**src/rtl/mem_stage_pkg.sv**
```systemverilog
// mem_stage_pkg: pipeline-wide defines shared by EX_MEM and mem_stage
// (opcodes, funct3 codes, stall masks, byte-count helper).
package mem_stage_pkg;

    localparam logic [6:0] OPC_LOAD  = 7'b0000011;
    localparam logic [6:0] OPC_STORE = 7'b0100011;

    localparam logic [2:0] F3_B  = 3'b000;
    localparam logic [2:0] F3_H  = 3'b001;
    localparam logic [2:0] F3_W  = 3'b010;
    localparam logic [2:0] F3_BU = 3'b100;
    localparam logic [2:0] F3_HU = 3'b101;

    localparam logic [31:0] ZeroWord = '0;

    localparam logic [5:0] STALL_MASK_NONE = 6'b000000;
    localparam logic [5:0] STALL_MASK_MEM  = 6'b001111;

    // Index of the final byte of an access; undefined sizes behave as a word.
    function automatic logic [1:0] last_byte(input logic [2:0] funct3);
        case (funct3[1:0])
            2'b00:   return 2'd0;
            2'b01:   return 2'd1;
            default: return 2'd3;
        endcase
    endfunction

endpackage

```
**src/rtl/mem_stage_load_extend.sv**
```systemverilog
// mem_stage_load_extend: sign/zero extension of assembled load data to 32 bits.
module mem_stage_load_extend
    import mem_stage_pkg::*;
(
    input  logic [31:0] data,
    input  logic [2:0]  funct3,
    output logic [31:0] rd_val
);

    always_comb begin
        case (funct3)
            F3_B:    rd_val = {{24{data[7]}}, data[7:0]};
            F3_H:    rd_val = {{16{data[15]}}, data[15:0]};
            F3_BU:   rd_val = {24'b0, data[7:0]};
            F3_HU:   rd_val = {16'b0, data[15:0]};
            F3_W:    rd_val = data;
            default: rd_val = data;
        endcase
    end

endmodule

```
**src/rtl/mem_stage.sv**
```systemverilog
// mem_stage: MEM pipeline stage running RV32I loads/stores as byte-serial transfers.
// Optional MEM_ALIGN_TRAP_EN: misaligned H/W accesses trap via misalign_err instead of executing.
module mem_stage
    import mem_stage_pkg::*;
(
    input  logic        clk_in,
    input  logic        rst_in,
    input  logic        rdy_in,
    input  logic        forward,
    input  logic [4:0]  rd_addr,
    input  logic [31:0] rd_val,
    input  logic [6:0]  ins_type,
    input  logic [2:0]  ins_details,
    input  logic [31:0] mem_addr,
    input  logic [31:0] mem_val,
    output logic        mem_req,
    output logic        mem_we,
    output logic [31:0] mem_a,
    output logic [7:0]  mem_wdata,
    input  logic        mem_gnt,
    input  logic [7:0]  mem_rdata,
    output logic        stall_req,
    output logic        output_forward,
    output logic [4:0]  output_rd_addr,
    output logic [31:0] output_rd_val
`ifdef MEM_ALIGN_TRAP_EN
    ,
    output logic        misalign_err
`endif
);

    typedef enum logic [1:0] { IDLE, ACCESS, FINISH, DONE } state_t;

    state_t      state, state_nxt;
    logic [1:0]  cnt;
    logic [1:0]  cnt_prev;
    logic        pend;
    logic [31:0] data;
    logic        is_load, is_store, is_mem, last_gnt, misaligned;
    logic [31:0] ext_val;

    assign is_load  = (ins_type == OPC_LOAD);
    assign is_store = (ins_type == OPC_STORE);
    assign is_mem   = is_load | is_store;
    assign cnt_prev = cnt - 2'd1;
    assign last_gnt = mem_gnt && (cnt == last_byte(ins_details));

`ifdef MEM_ALIGN_TRAP_EN
    assign misaligned = ((ins_details[1:0] == 2'b01) && mem_addr[0]) ||
                        (ins_details[1] && (mem_addr[1:0] != 2'b00));
`else
    assign misaligned = 1'b0;
`endif

    mem_stage_load_extend u_load_extend (
        .data   (data),
        .funct3 (ins_details),
        .rd_val (ext_val)
    );

    always_comb begin
        state_nxt = state;
        case (state)
            IDLE:    if (is_mem) state_nxt = misaligned ? DONE : ACCESS;
            ACCESS:  if (last_gnt) state_nxt = is_load ? FINISH : DONE;
            FINISH:  state_nxt = DONE;
            DONE:    state_nxt = IDLE;
            default: state_nxt = IDLE;
        endcase
    end

    // All outputs are decoded from state; reset overrides them in the same cycle.
    always_comb begin
        mem_req        = 1'b0;
        mem_we         = 1'b0;
        mem_a          = ZeroWord;
        mem_wdata      = '0;
        stall_req      = 1'b0;
        output_forward = 1'b0;
        output_rd_addr = '0;
        output_rd_val  = ZeroWord;
`ifdef MEM_ALIGN_TRAP_EN
        misalign_err   = 1'b0;
`endif
        if (!rst_in) begin
            case (state)
                IDLE: begin
                    output_rd_addr = rd_addr;
                    if (is_mem) begin
                        stall_req = 1'b1;
                    end else begin
                        output_forward = forward;
                        output_rd_val  = rd_val;
                    end
                end
                ACCESS: begin
                    stall_req = 1'b1;
                    mem_req   = rdy_in;
                    mem_we    = is_store;
                    mem_a     = mem_addr + {30'b0, cnt};
                    mem_wdata = mem_val[{cnt, 3'b000} +: 8];
                end
                FINISH: stall_req = 1'b1;
                DONE: begin
                    output_rd_addr = rd_addr;
                    if (is_load && !misaligned) begin
                        output_forward = 1'b1;
                        output_rd_val  = ext_val;
                    end
`ifdef MEM_ALIGN_TRAP_EN
                    misalign_err = misaligned;
`endif
                end
                default: ;
            endcase
        end
    end

    always_ff @(posedge clk_in) begin
        if (rst_in) begin
            state <= IDLE;
            cnt   <= '0;
            pend  <= 1'b0;
            data  <= ZeroWord;
        end else if (rdy_in) begin
            state <= state_nxt;
            case (state)
                IDLE: begin
                    cnt  <= '0;
                    pend <= 1'b0;
                end
                // Read data lags its grant by one cycle, so it lands in byte cnt-1.
                ACCESS: begin
                    if (pend) data[{cnt_prev, 3'b000} +: 8] <= mem_rdata;
                    if (mem_gnt) cnt <= cnt + 2'd1;
                    pend <= mem_gnt && is_load;
                end
                FINISH: begin
                    if (pend) data[{cnt_prev, 3'b000} +: 8] <= mem_rdata;
                    pend <= 1'b0;
                end
                default: ;
            endcase
        end
    end

endmodule

```
**config.mk**
```make
export PLATFORM = sky130hd
export DESIGN_NAME = mem_stage
export DESIGN_NICKNAME = d
export VERILOG_FILES = /design/src/rtl/mem_stage_pkg.sv /design/src/rtl/mem_stage_load_extend.sv /design/src/rtl/mem_stage.sv
export SDC_FILE = /design/constraint.sdc
export NUM_CORES = 1
export LEC_CHECK = 0
export CAP_MARGIN = 40
export CORE_MARGIN = 4
export CORE_UTILIZATION = 45
export DETAILED_ROUTE_END_ITERATION = 8
export DONT_BUFFER_PORTS = 1
export PLACE_DENSITY_LB_ADDON = 0.3
export SYNTH_ARGS = -nofsm -noshare
export SYNTH_HDL_FRONTEND = slang
export SYNTH_SLANG_ARGS = --single-unit
```
**constraint.sdc**
```tcl
create_clock -name clk_in -period 3.15 [get_ports clk_in]
set_clock_uncertainty 0.15 [all_clocks]
set_input_delay 0.315 -clock clk_in [delete_from_list [all_inputs] [get_ports clk_in]]
set_output_delay 0.315 -clock clk_in [all_outputs]
set_load 0.03 [all_outputs]
```
==> implementation parameters, run 1 <==
Parameter                              Value

STA
  Least-Margin Pin Slew    0.945 ns
  Pins over their slew limit    0
  Timing-limited maximum frequency    0.328 GHz
  Final setup margin    0.101 ns
  Tightest slew margin relative to the limit    0.370
  Crit path time final    3.05 ns
  Final-report hold violation count    0
  Ratio of final minimum period to clock period    0.968
  Count of final setup violators    0

Placement
  Setup WS pre-CTS    0.0392 ns
  Number of port buffers    0
  Detail Placement HPWL    8710 µm
  Final weighted congestion in routability-driven placement    0.858
  Total cell area at the placement stage    3960 µm²

Worst setup path
  Kind of end point of the critical path    output port
  Crit-path leading delay family    simple AND/OR/NAND/NOR gates
  CP Launch Type    flip-flop
  Start point of the critical path    cnt[0]
  Data required time of the worst path    2.68 ns
  Launch instance of the worst register-to-register path    cnt[1]
  Chain of cells forming the critical path    ha_2 -> fa_2 -> nand4_1 -> or4_4 -> or4_1 -> a21oi_1 -> buf_4
  Critical-path cell with the highest stage delay    or4_4
  Buffer and inverter count on the worst path    1
  Critical Path Max Stage Delay    0.58 ns
  Largest fanout of any net on the critical path    7
  Worst Setup Path Type    flip-flop to output port
  Arrival @ worst endpoint    2.58 ns

Global route
  Grt total ovfl    0
  Number of antenna violations at the first check in global routing    0
  Vias in the first global route    3,423
  Pin count of the biggest net entering global routing    36
  Global-route wire length before repair    16,200 µm
  Global router's overall resource usage    0.219

Pwr
  PwrDens    245 nW/µm²
  Maximum ir drop on the vdd rail    0.146 mV
  Portion of total power attributed to combinational logic    0.221
  Total net switching power    0.313 mW
  Power Internal    0.699 mW
  Sequential fraction of design power    0.462
  Clock network fraction of design power    0.317
  Switching Fraction    0.309
  Pleak    1.51 nW

Final layout
  Signed area change from the synthesized netlist to the final layout    17.0%
  Share of layout cells above drive strength 1    0.180
  Number of nets at the end of the flow    670
  Final core utilization    0.537
  Final instance area    4130 µm²
  Antenna Diode Count    0

Run
  Number of maximum-capacitance constraint violations    0

Clock tree
  TritonCTS clock tree    done
  Clock Sinks    37
  Total clock buffers created by CTS    5
  Clock transition at the registers of the reported paths    0.08 ns
  Clock root buffer master    clkbuf_8
  CTS H-tree depth    2
  Clock latency at the later pin of the worst-skew pair    0.29 ns
  Number of buffers on the longest clock path    2

Drt
  Routed met2 length    5350 µm
  Final wirelength    11,200 µm
  Number of nets with antenna violations after detailed routing    0
  Vias per cell    6.17
  Max Used Layer    met4
  Total number of vias    3,923
  Average wire per standard cell    17.6 µm
  # DRC    0
  Detailed-router iteration count before antenna repair    6
  DRT iter0 DRCs    176
  Wire length the detailed router placed on met1    4250 µm
  Met3 routed WL    1390 µm

Synthesis
  Largest cells by area after synthesis    dfxtp_1 21%, a21oi_1 7.8%, nand2_1 6.2%, nand3_1 5.7%, nor2_1 5.3%
  Top-area cell type share of the netlist area    0.210
  Post-Synthesis Cells    499
  Synthesized cell area    3530 µm²
  Primary flip-flop cell chosen by synthesis mapping    dfxtp_1
  Synthesized flop and latch total    37
  Async set or reset register ratio after synthesis    0
  Number of flops mapped to enable cells by yosys    0
  Total number of yosys warnings    0
  Syn avg cell area    7.07 µm²
  Post-synth cell types    52
  Syn nets    636
  Sequential share of the synthesized area    0.210
  Synth area leader    dfxtp_1

Floorplanning
  Die ar.    9320 µm²
  Initial core utilization    0.459
  Width of the die    96.5 µm
  Boundary Pins    205
  FP Rows    32
  Area of the core    7690 µm²
  Vertical die dimension    96.5 µm

Outcome
  Status    finished, final reports clean

Worst hold path
  Startpoint of the tightest hold check path    mem_rdata[6]
  Hold/Removal Path Class    input port to flip-flop
[through the flow]
stage               power (mW)  TNS [ns]  hold slack (ns)  std cells
floorplan                0.656         0            0.277        499
global placement         0.687         0            0.238        620
detailed placement       0.691         0            0.244        621
CTS                       1.02         0          0.00467        632
global route              1.05  -0.00155           0.0113        636
finish                    1.01         0           0.0177        636
[Yosys cell counts, drive strengths merged, types with 2 or more instances]
cell type / n
a32oi: 16
ha: 12
a21oi: 55
nor4: 10
and4: 5
buf: 6
xnor2: 7
or4b: 2
or4: 11
mux4: 8
a31oi: 2
and3: 4
o21ai: 21
or2: 2
nand3: 42
nand2b: 19
mux2i: 3
dfxtp: 37
xor2: 3
nor2: 50
inv: 9
a41o: 2
and2: 19
o31ai: 10
or3: 13
nand4: 6
clkbuf: 32
nand2: 58
nor3: 4
a22oi: 17
[layout by cell type, fill, tap and decap left out, types with 2 or more instances in the layout]
cell type  netlist  routed
or4_4            1       2
or2_2            2       2
a32oi_1         16      16
a21oi_1         55      55
or3_2            4       3
a31oi_1          2       2
buf_4            0      62
ha_1            12      11
mux2i_1          3       3
a41o_1           2       2
nor3_1           4       4
nand3_1         40      40
nand2_1         58      58
nor4_1           9       9
nor2_1          50      50
inv_1            9       9
xor2_1           3       3
o31ai_1         10      10
xnor2_1          7       7
o21ai_0         21      21
or3_1            9       9
clkinv_2         0       2
dfxtp_1         37      36
a22oi_1         17      17
nand4_1          6       6
and3_1           4       4
mux4_2           8       8
and2_1          19      19
or4_1           10       9
and4_1           5       5
nand2b_1        19      19
clkbuf_8         0       5
[final timing paths]
path,to,slack [ns],depth (start not counted)
worst max-delay path,mem_a[28],0.10,7
worst min-delay path,data[30],0.02,2
worst max register to register,data[19],0.81,6
worst min register to register,data[25],0.30,2
[power groups by stage]
stage                     clock [mW]  sequential (mW)  combinational (mW)
after global placement             0            0.479               0.208
after detailed placement           0            0.479               0.212
after CTS                      0.326            0.467               0.222
final                          0.320            0.467               0.224
after floorplan                    0            0.479               0.177
after global routing           0.347            0.467               0.240
[final cells by class]
class | count | area, µm²
fillers | 788 | 3560
multi-input cells | 415 | 2620
flip-flops and latches | 37 | 744
repair buffers | 65 | 510
well taps | 102 | 128
clock buffers | 5 | 68.8
inverters | 9 | 33.8
clock inverters | 3 | 17.5
[cell families (layout without fill, tap and decap cells)]
| kind of cell | Yosys count | count (layout) | synth area share |
|---|---|---|---|
| AO/OA/AOI/OAI | 131 | 131 | 0.233 |
| XOR/XNOR | 10 | 10 | 0.0248 |
| adder cells (fa/ha/maj) | 13 | 13 | 0.0482 |
| buffers and inverters | 47 | 82 | 0.0525 |
| flip-flops | 37 | 37 | 0.210 |
| multiplexers | 11 | 11 | 0.0596 |
| AND/OR/NAND/NOR | 250 | 250 | 0.372 |
[what timing repair did]
action / 4_1_cts / 5_1_grt
gates resized for setup: 5 / 1
pin swaps: 1 / 2
setup endpoints to repair: 8 / 5
setup buffers: 2 / 3
hold buffers: 1 / 1
endpoints found under the hold margin: 35 / 1
[metal layers]
metal | vias to the layer above | global-route usage
li1 | 1908 | -
met1 | 1765 | 0.257
met2 | 233 | 0.385
met3 | 17 | 0.0550
met4 | 0 | 0.0748
met5 | - | 0
[flip-flops by register name (all words and copies together) (netlist names)]
name / cells
pend: 1
data: 32
state: 2
cnt: 2
No activity file was read; power rests on OpenSTA's default activity.
==> run 2, diff against run 1 <==
- RECOVER_POWER: default -> 25
- SKIP_LAST_GASP: default -> 1
==> run 2 against run 1 <==
Worst setup slack gained 0.0072 ns. Flip-flop and latch count is the same. Combinational power is essentially flat. Register-to-register slack is essentially flat. Sequential power is essentially flat. Critical endpoint unchanged.
==> implementation parameters, run 2 (synthesis gave the netlist of run 1 again) <==
Parameter                              Value

Outcome
  Status    finished, final reports clean

STA
  Tightest slew margin relative to the limit    0.377 (+0.00688)
  Final-report hold violation count    0 (unchanged)
  Count of final setup violators    0 (unchanged)
  Pins over their slew limit    0 (unchanged)
  Least-Margin Pin Slew    0.935 ns (-0.0103 ns)
  Final setup margin    0.108 ns (+0.00722 ns)
  Total negative slack for setup checks    0 ns (unchanged)
  Timing-limited maximum frequency    0.329 GHz (+0.24%)
  Crit path time final    3.04 ns (-0.00722 ns)
  Ratio of final minimum period to clock period    0.966 (-0.00229)

Floorplanning
  Boundary Pins    205 (unchanged)
  Vertical die dimension    96.5 µm (unchanged)
  Die ar.    9320 µm² (unchanged)
  Initial core utilization    0.459 (unchanged)
  Area of the core    7690 µm² (unchanged)
  Width of the die    96.5 µm (unchanged)
  FP Rows    32 (unchanged)

Worst setup path
  Chain of cells forming the critical path    ha_2 -> fa_2 -> nand4_1 -> or4_4 -> or4_1 -> a21oi_1 -> buf_4
  Kind of end point of the critical path    output port
  Length in cells of the worst reg-to-reg path    6 (unchanged)
  Buffer and inverter count on the worst path    1 (unchanged)
  Critical-path cell with the highest stage delay    or4_4
  Critical Path Max Stage Delay    0.59 ns (about the same)
  Arrival @ worst endpoint    2.58 ns (about the same)
  Data required time of the worst path    2.68 ns (about the same)
  Crit-path leading delay family    simple AND/OR/NAND/NOR gates
  Worst Setup Path Type    flip-flop to output port
  Largest fanout of any net on the critical path    7 (unchanged)
  Critical path depth in cells    7 (unchanged)
  CP Launch Type    flip-flop

Drt
  # DRC    0 (unchanged)
  Average wire per standard cell    17.6 µm (about the same)
  Detailed-router iteration count before antenna repair    5 (-1)
  DRT iter0 DRCs    185 (+5.1%)
  Total number of vias    3,942 (+0.48%)
  Vias per cell    6.20 (+0.48%)
  Final wirelength    11,200 µm (about the same)
  Number of nets with antenna violations after detailed routing    0 (unchanged)

Pwr
  Total power consumption of the routed design    1.01 mW (-0.16%)
  PwrDens    245 nW/µm² (about the same)
  Pleak    1.50 nW (-0.96%)
  Sequential fraction of design power    0.463 (about the same)
  Power Internal    0.699 mW (about the same)
  Portion of total power attributed to combinational logic    0.222 (about the same)
  Clock network fraction of design power    0.316 (about the same)
  Switching Fraction    0.308 (-0.000862)
  Maximum ir drop on the vdd rail    0.146 mV (+0.11%)
  Total net switching power    0.311 mW (-0.44%)

Placement
  Final weighted congestion in routability-driven placement    0.858 (unchanged)
  Setup WS pre-CTS    0.0392 ns (unchanged)
  Number of port buffers    0 (unchanged)
  Total placed cells including tap cells    621 (unchanged)
  Detail Placement HPWL    8710 µm (unchanged)

Final layout
  Regs by FF count    data: 32 flops, cnt: 2 flops, state: 2 flops
  Combined flip-flop and latch cell area    744 µm² (unchanged)
  Most common library cell in the layout ignoring fill and taps    buf_4
  Number of nets at the end of the flow    670 (unchanged)
  Leading cell types in the layout, fill and taps excluded    61 x buf_4, 58 x nand2_1, 55 x a21oi_1
  Top register by number of flip-flops    data
  Area used by multi-input combinational logic    2620 µm² (unchanged)
  Largest register FFs    32 (unchanged)
  Signed area change from the synthesized netlist to the final layout    16.8% (about the same)
  Count of filler cells inserted in the layout    790 (+0.25%)
  Antenna Diode Count    0 (unchanged)
  Post-route non-filler standard cell count    636 (unchanged)
  Share of layout cells above drive strength 1    0.178 (-0.00187)

Clock tree
  Number of buffers on the longest clock path    2 (unchanged)
  Clock root buffer master    clkbuf_8
  CTS H-tree depth    2 (unchanged)
  Clock transition at the registers of the reported paths    0.08 ns (about the same)
  Total clock buffers created by CTS    5 (unchanged)
  TritonCTS clock tree    done
  Clock latency at the later pin of the worst-skew pair    0.29 ns (about the same)
  Clock Sinks    37 (unchanged)

Global route
  Global router's overall resource usage    0.219 (unchanged)
  Vias in the first global route    3,423 (unchanged)
  Global-route wire length before repair    16,200 µm (unchanged)
  Grt total ovfl    0 (unchanged)
  Pin count of the biggest net entering global routing    36 (unchanged)
  Number of antenna violations at the first check in global routing    0 (unchanged)

Worst hold path
  Hold/Removal Path Class    input port to flip-flop
  Worst hold path stage count    2 (unchanged)

Run
  Number of maximum-capacitance constraint violations    0 (unchanged)
## run 2: cell types whose count changed in the layout (fill, tap and decap cells not counted)
cell	delta
and2_0	+10
and2_1	-10
buf_4	-1
clkbuf_1	+1
## run 2: per-stage QoR
stage | instance area (µm²) | util | hold slack [ns]
2_1_floorplan | 3530 | - | 0.277
3_3_place_gp | 3940 | 0.513 | 0.238
3_5_place_dp | 3960 | 0.514 | 0.244
4_1_cts | 4090 | 0.532 | 0.00467
5_1_grt | 4120 | 0.536 | 0.0113
6_report | 4120 | 0.536 | 0.0173
## run 2: what timing repair did
action	CTS	global route
gates resized for setup	5	1
endpoints found under the setup margin	8	5
setup buffers	2	3
hold buffers	1	1
pin swaps	1	2
hold endpoints to repair	35	1
## run 2: layer usage
metal / GRT usage / part of all wire / vias to the layer above
li1: - / - / 1905
met2: 0.385 / 0.48 / 226
met5: 0 / 0 / -
met1: 0.257 / 0.38 / 1797
met3: 0.0550 / 0.12 / 14
met4: 0.0748 / 0.017 / 0
## run 2: power groups by stage
stage / registers (mW) / clock network [mW] / logic (mW)
3_3_place_gp: 0.479 / 0 / 0.208
6_report: 0.467 / 0.319 / 0.224
5_1_grt: 0.467 / 0.347 / 0.240
4_1_cts: 0.467 / 0.326 / 0.222
3_5_place_dp: 0.479 / 0 / 0.212
2_1_floorplan: 0.479 / 0 / 0.177
## run 2: final timing paths
kind                      from         to  slack, ns
setup reg to reg        cnt[1]   data[19]       0.80
hold reg to reg       data[25]   data[25]       0.30
setup / recovery        cnt[0]  mem_a[28]       0.11
hold / removal    mem_rdata[6]   data[30]       0.02
## run 2: area by class of cell
| class | instances | area share |
|---|---|---|
| sequential | 37 | 0.181 |
| tap | 102 | 0.0310 |
| clock inverter | 3 | 0.00425 |
| multi-input combinational | 415 | 0.636 |
| clock buffer | 5 | 0.0167 |
| inverter | 9 | 0.00820 |
| timing repair buffer | 65 | 0.123 |
## run 2: worst register-to-register path, stage by stage, from the launching register on
cell and delay, ns:
dfxtp_1 0.39, buf_4 0.24, inv_1 0.12, ha_1 0.36
nor3_1 0.69, nand3_1 0.17, a21oi_1 0.17
==> run 3, diff against run 2 <==
- CELL_PAD_IN_SITES_DETAIL_PLACEMENT: default -> 1
- CELL_PAD_IN_SITES_GLOBAL_PLACEMENT: default -> 1
- CORE_MARGIN: 4 -> 8
- CORE_UTILIZATION: 45 -> 43
==> run 3 against run 2 <==
Power grew 2.4%. Design area grew 1.7%. Flip-flop and latch count is the same. Worst setup slack gained 0.0083 ns. Critical endpoint is now mem_a[17]. Largest power group unchanged. Highest routed layer unchanged.
==> implementation parameters, run 3 (synthesis gave the netlist of run 1 again) <==
Parameter                              Value

Outcome
  Status    finished, final reports clean

Floorplanning
  Area of the core    8090 µm² (+5.3%)
  Vertical die dimension    107 µm (+10%)
  Boundary Pins    205 (unchanged)
  Die ar.    11,400 µm² (+22%)
  Width of the die    107 µm (+10%)
  Initial core utilization    0.436 (-0.0230)
  FP Rows    33 (+3.1%)

Final layout
  Regs by FF count    data: 32 flops, cnt: 2 flops, state: 2 flops
  Leading cell types in the layout, fill and taps excluded    68 x buf_4, 58 x nand2_1, 54 x a21oi_1
  Top register by number of flip-flops    data
  Share of layout cells above drive strength 1    0.193 (+0.0155)
  Number of nets at the end of the flow    679 (+1.3%)
  Antenna Diode Count    0 (unchanged)
  Most common library cell in the layout ignoring fill and taps    buf_4
  Signed area change from the synthesized netlist to the final layout    18.9%
  Largest register FFs    32 (unchanged)
  Final instance area    4190 µm² (+1.7%)
  Count of filler cells inserted in the layout    1,043 (+32%)

STA
  Crit path time final    3.03 ns (-0.00832 ns)
  Least-Margin Pin Slew    0.833 ns (-0.102 ns)
  Total negative slack for setup checks    0 ns (unchanged)
  Ratio of final minimum period to clock period    0.963 (-0.00264)
  Tightest slew margin relative to the limit    0.441 (+0.0640)
  Timing-limited maximum frequency    0.330 GHz (+0.27%)
  Count of final setup violators    0 (unchanged)
  Pins over their slew limit    0 (unchanged)
  Final-report hold violation count    0 (unchanged)
  Setup repair after global routing missed its margin    true

Drt
  DRT iter0 DRCs    137 (-26%)
  Vias per cell    6.26 (+1.1%)
  # DRC    0 (unchanged)
  Average wire per standard cell    20.7 µm (+17%)
  Final wirelength    13,400 µm (+20%)
  Total number of vias    4,059 (+3.0%)
  Detailed-router iteration count before antenna repair    4 (-1)
  Number of nets with antenna violations after detailed routing    0 (unchanged)

Placement
  Number of port buffers    0 (unchanged)
  Detail Placement HPWL    10,600 µm (+21%)
  Total cell area at the placement stage    4050 µm² (+2.4%)
  Final weighted congestion in routability-driven placement    0.782 (-8.8%)

Clock tree
  Total clock buffers created by CTS    5 (unchanged)
  Number of buffers on the longest clock path    2 (unchanged)
  Clock root buffer master    clkbuf_8
  Clock transition at the registers of the reported paths    0.07 ns (about the same)
  TritonCTS clock tree    done
  Clock latency at the later pin of the worst-skew pair    0.29 ns (about the same)
  CTS H-tree depth    2 (unchanged)
  Clock Sinks    37 (unchanged)

Worst hold path
  Startpoint of the tightest hold check path    mem_rdata[0]
  Hold/Removal Path Class    input port to flip-flop
  Worst hold path endpoint    data[16]
  Worst hold path stage count    2 (unchanged)

Global route
  Global-route wire length before repair    21,200 µm (+31%)
  Number of antenna violations at the first check in global routing    0 (unchanged)
  Global router's overall resource usage    0.224 (+0.00558)
  Grt total ovfl    0 (unchanged)
  Vias in the first global route    4,173 (+22%)
  Pin count of the biggest net entering global routing    37 (+2.8%)

Pwr
  Total power consumption of the routed design    1.03 mW (+2.4%)
  Power Internal    0.713 mW (+2.0%)
  Clock network fraction of design power    0.312 (-0.004)
  Sequential fraction of design power    0.453 (-0.010)
  Pleak    1.55 nW (+3.7%)
  Total net switching power    0.322 mW (+3.4%)
  Switching Fraction    0.311 (+0.00297)
  Portion of total power attributed to combinational logic    0.235 (+0.013)
  PwrDens    247 nW/µm² (+0.66%)
  Maximum ir drop on the vdd rail    0.139 mV (-4.8%)

Worst setup path
  Length in cells of the worst reg-to-reg path    6 (unchanged)
  Launch instance of the worst register-to-register path    state[1]
  Largest fanout of any net on the critical path    14 (+7)
  CP Launch Type    flip-flop
  Worst Setup Path Type    flip-flop to output port
  Endpoint of the worst register-to-register path    cnt[1]
  Data required time of the worst path    2.68 ns (about the same)
  Kind of end point of the critical path    output port
  Arrival @ worst endpoint    2.57 ns (about the same)
  Worst R2R Setup Slack    0.68 ns (-0.12 ns)

Run
  Number of maximum-capacitance constraint violations    0 (unchanged)
-- run 3: worst max-delay path, cell delays in order (launching register included) --
cell,delay (ns)
dfxtp_2,0.34
buf_6,0.15
ha_1,0.30
a21oi_1,0.09
or4_4,0.55
or4_1,0.51
a21oi_1,0.16
buf_4,0.17
-- run 3: repair_timing --
| item | 4_1_cts | 5_1_grt |
|---|---|---|
| endpoints found under the hold margin | 36 | 0 |
| setup endpoints to repair | 5 | 5 |
| hold buffers | 1 | 0 |
| buffers inserted | 1 | 2 |
| pin swaps | 1 | 3 |
| gates resized for setup | 2 | 6 |
-- run 3: worst max path at each step --
| stage | cells past startpoint | slack (ns) | to | from |
|---|---|---|---|---|
| CTS | 7 | 0.06 | mem_a[28] | cnt[0] |
| floorplan | 7 | 0.22 | mem_a[22] | cnt[0] |
| finish | 7 | 0.12 | mem_a[17] | cnt[1] |
| global route | 7 | -0.0004 | mem_a[26] | cnt[0] |
| global placement | 7 | 0.38 | mem_a[30] | cnt[0] |
| detailed placement | 7 | 0.22 | mem_a[28] | cnt[0] |
-- run 3: layer usage --
layer	share of wire	GRT usage	wire length, µm
met1	0.40	0.250	5320
met5	0	0	0
met4	0.016	0.0583	210
met2	0.49	0.394	6500
met3	0.10	0.0816	1360
-- run 3: layout make-up --
type                            instances  area, µm²  area share
Multi-Input combinational cell        415       2630       0.626
Clock inverter                          2       10.0     0.00239
Timing Repair Buffer                   74        577       0.138
Clock buffer                            6       72.6      0.0173
Sequential cell                        37        742       0.177
Inverter                                9       33.8     0.00806
Tap cell                              105        131      0.0313
-- run 3: per-stage QoR --
| stage | worst slack, ns | hold slack [ns] | std cells | utilization |
|---|---|---|---|---|
| 6_report | 0.116 | 0.0195 | 648 | 0.518 |
| 4_1_cts | 0.0646 | 0.0180 | 646 | 0.515 |
| 3_3_place_gp | 0.378 | 0.242 | 635 | 0.498 |
| 2_1_floorplan | 0.216 | 0.277 | 499 | - |
| 5_1_grt | -0.000351 | 0.0168 | 648 | 0.518 |
| 3_5_place_dp | 0.225 | 0.244 | 636 | 0.500 |
-- run 3: power by group through the flow --
stage / registers, mW / clock network [mW] / logic, mW
2_1_floorplan: 0.479 / 0 / 0.177
3_3_place_gp: 0.479 / 0 / 0.226
3_5_place_dp: 0.479 / 0 / 0.233
4_1_cts: 0.468 / 0.328 / 0.244
5_1_grt: 0.468 / 0.351 / 0.261
6_report: 0.468 / 0.323 / 0.243
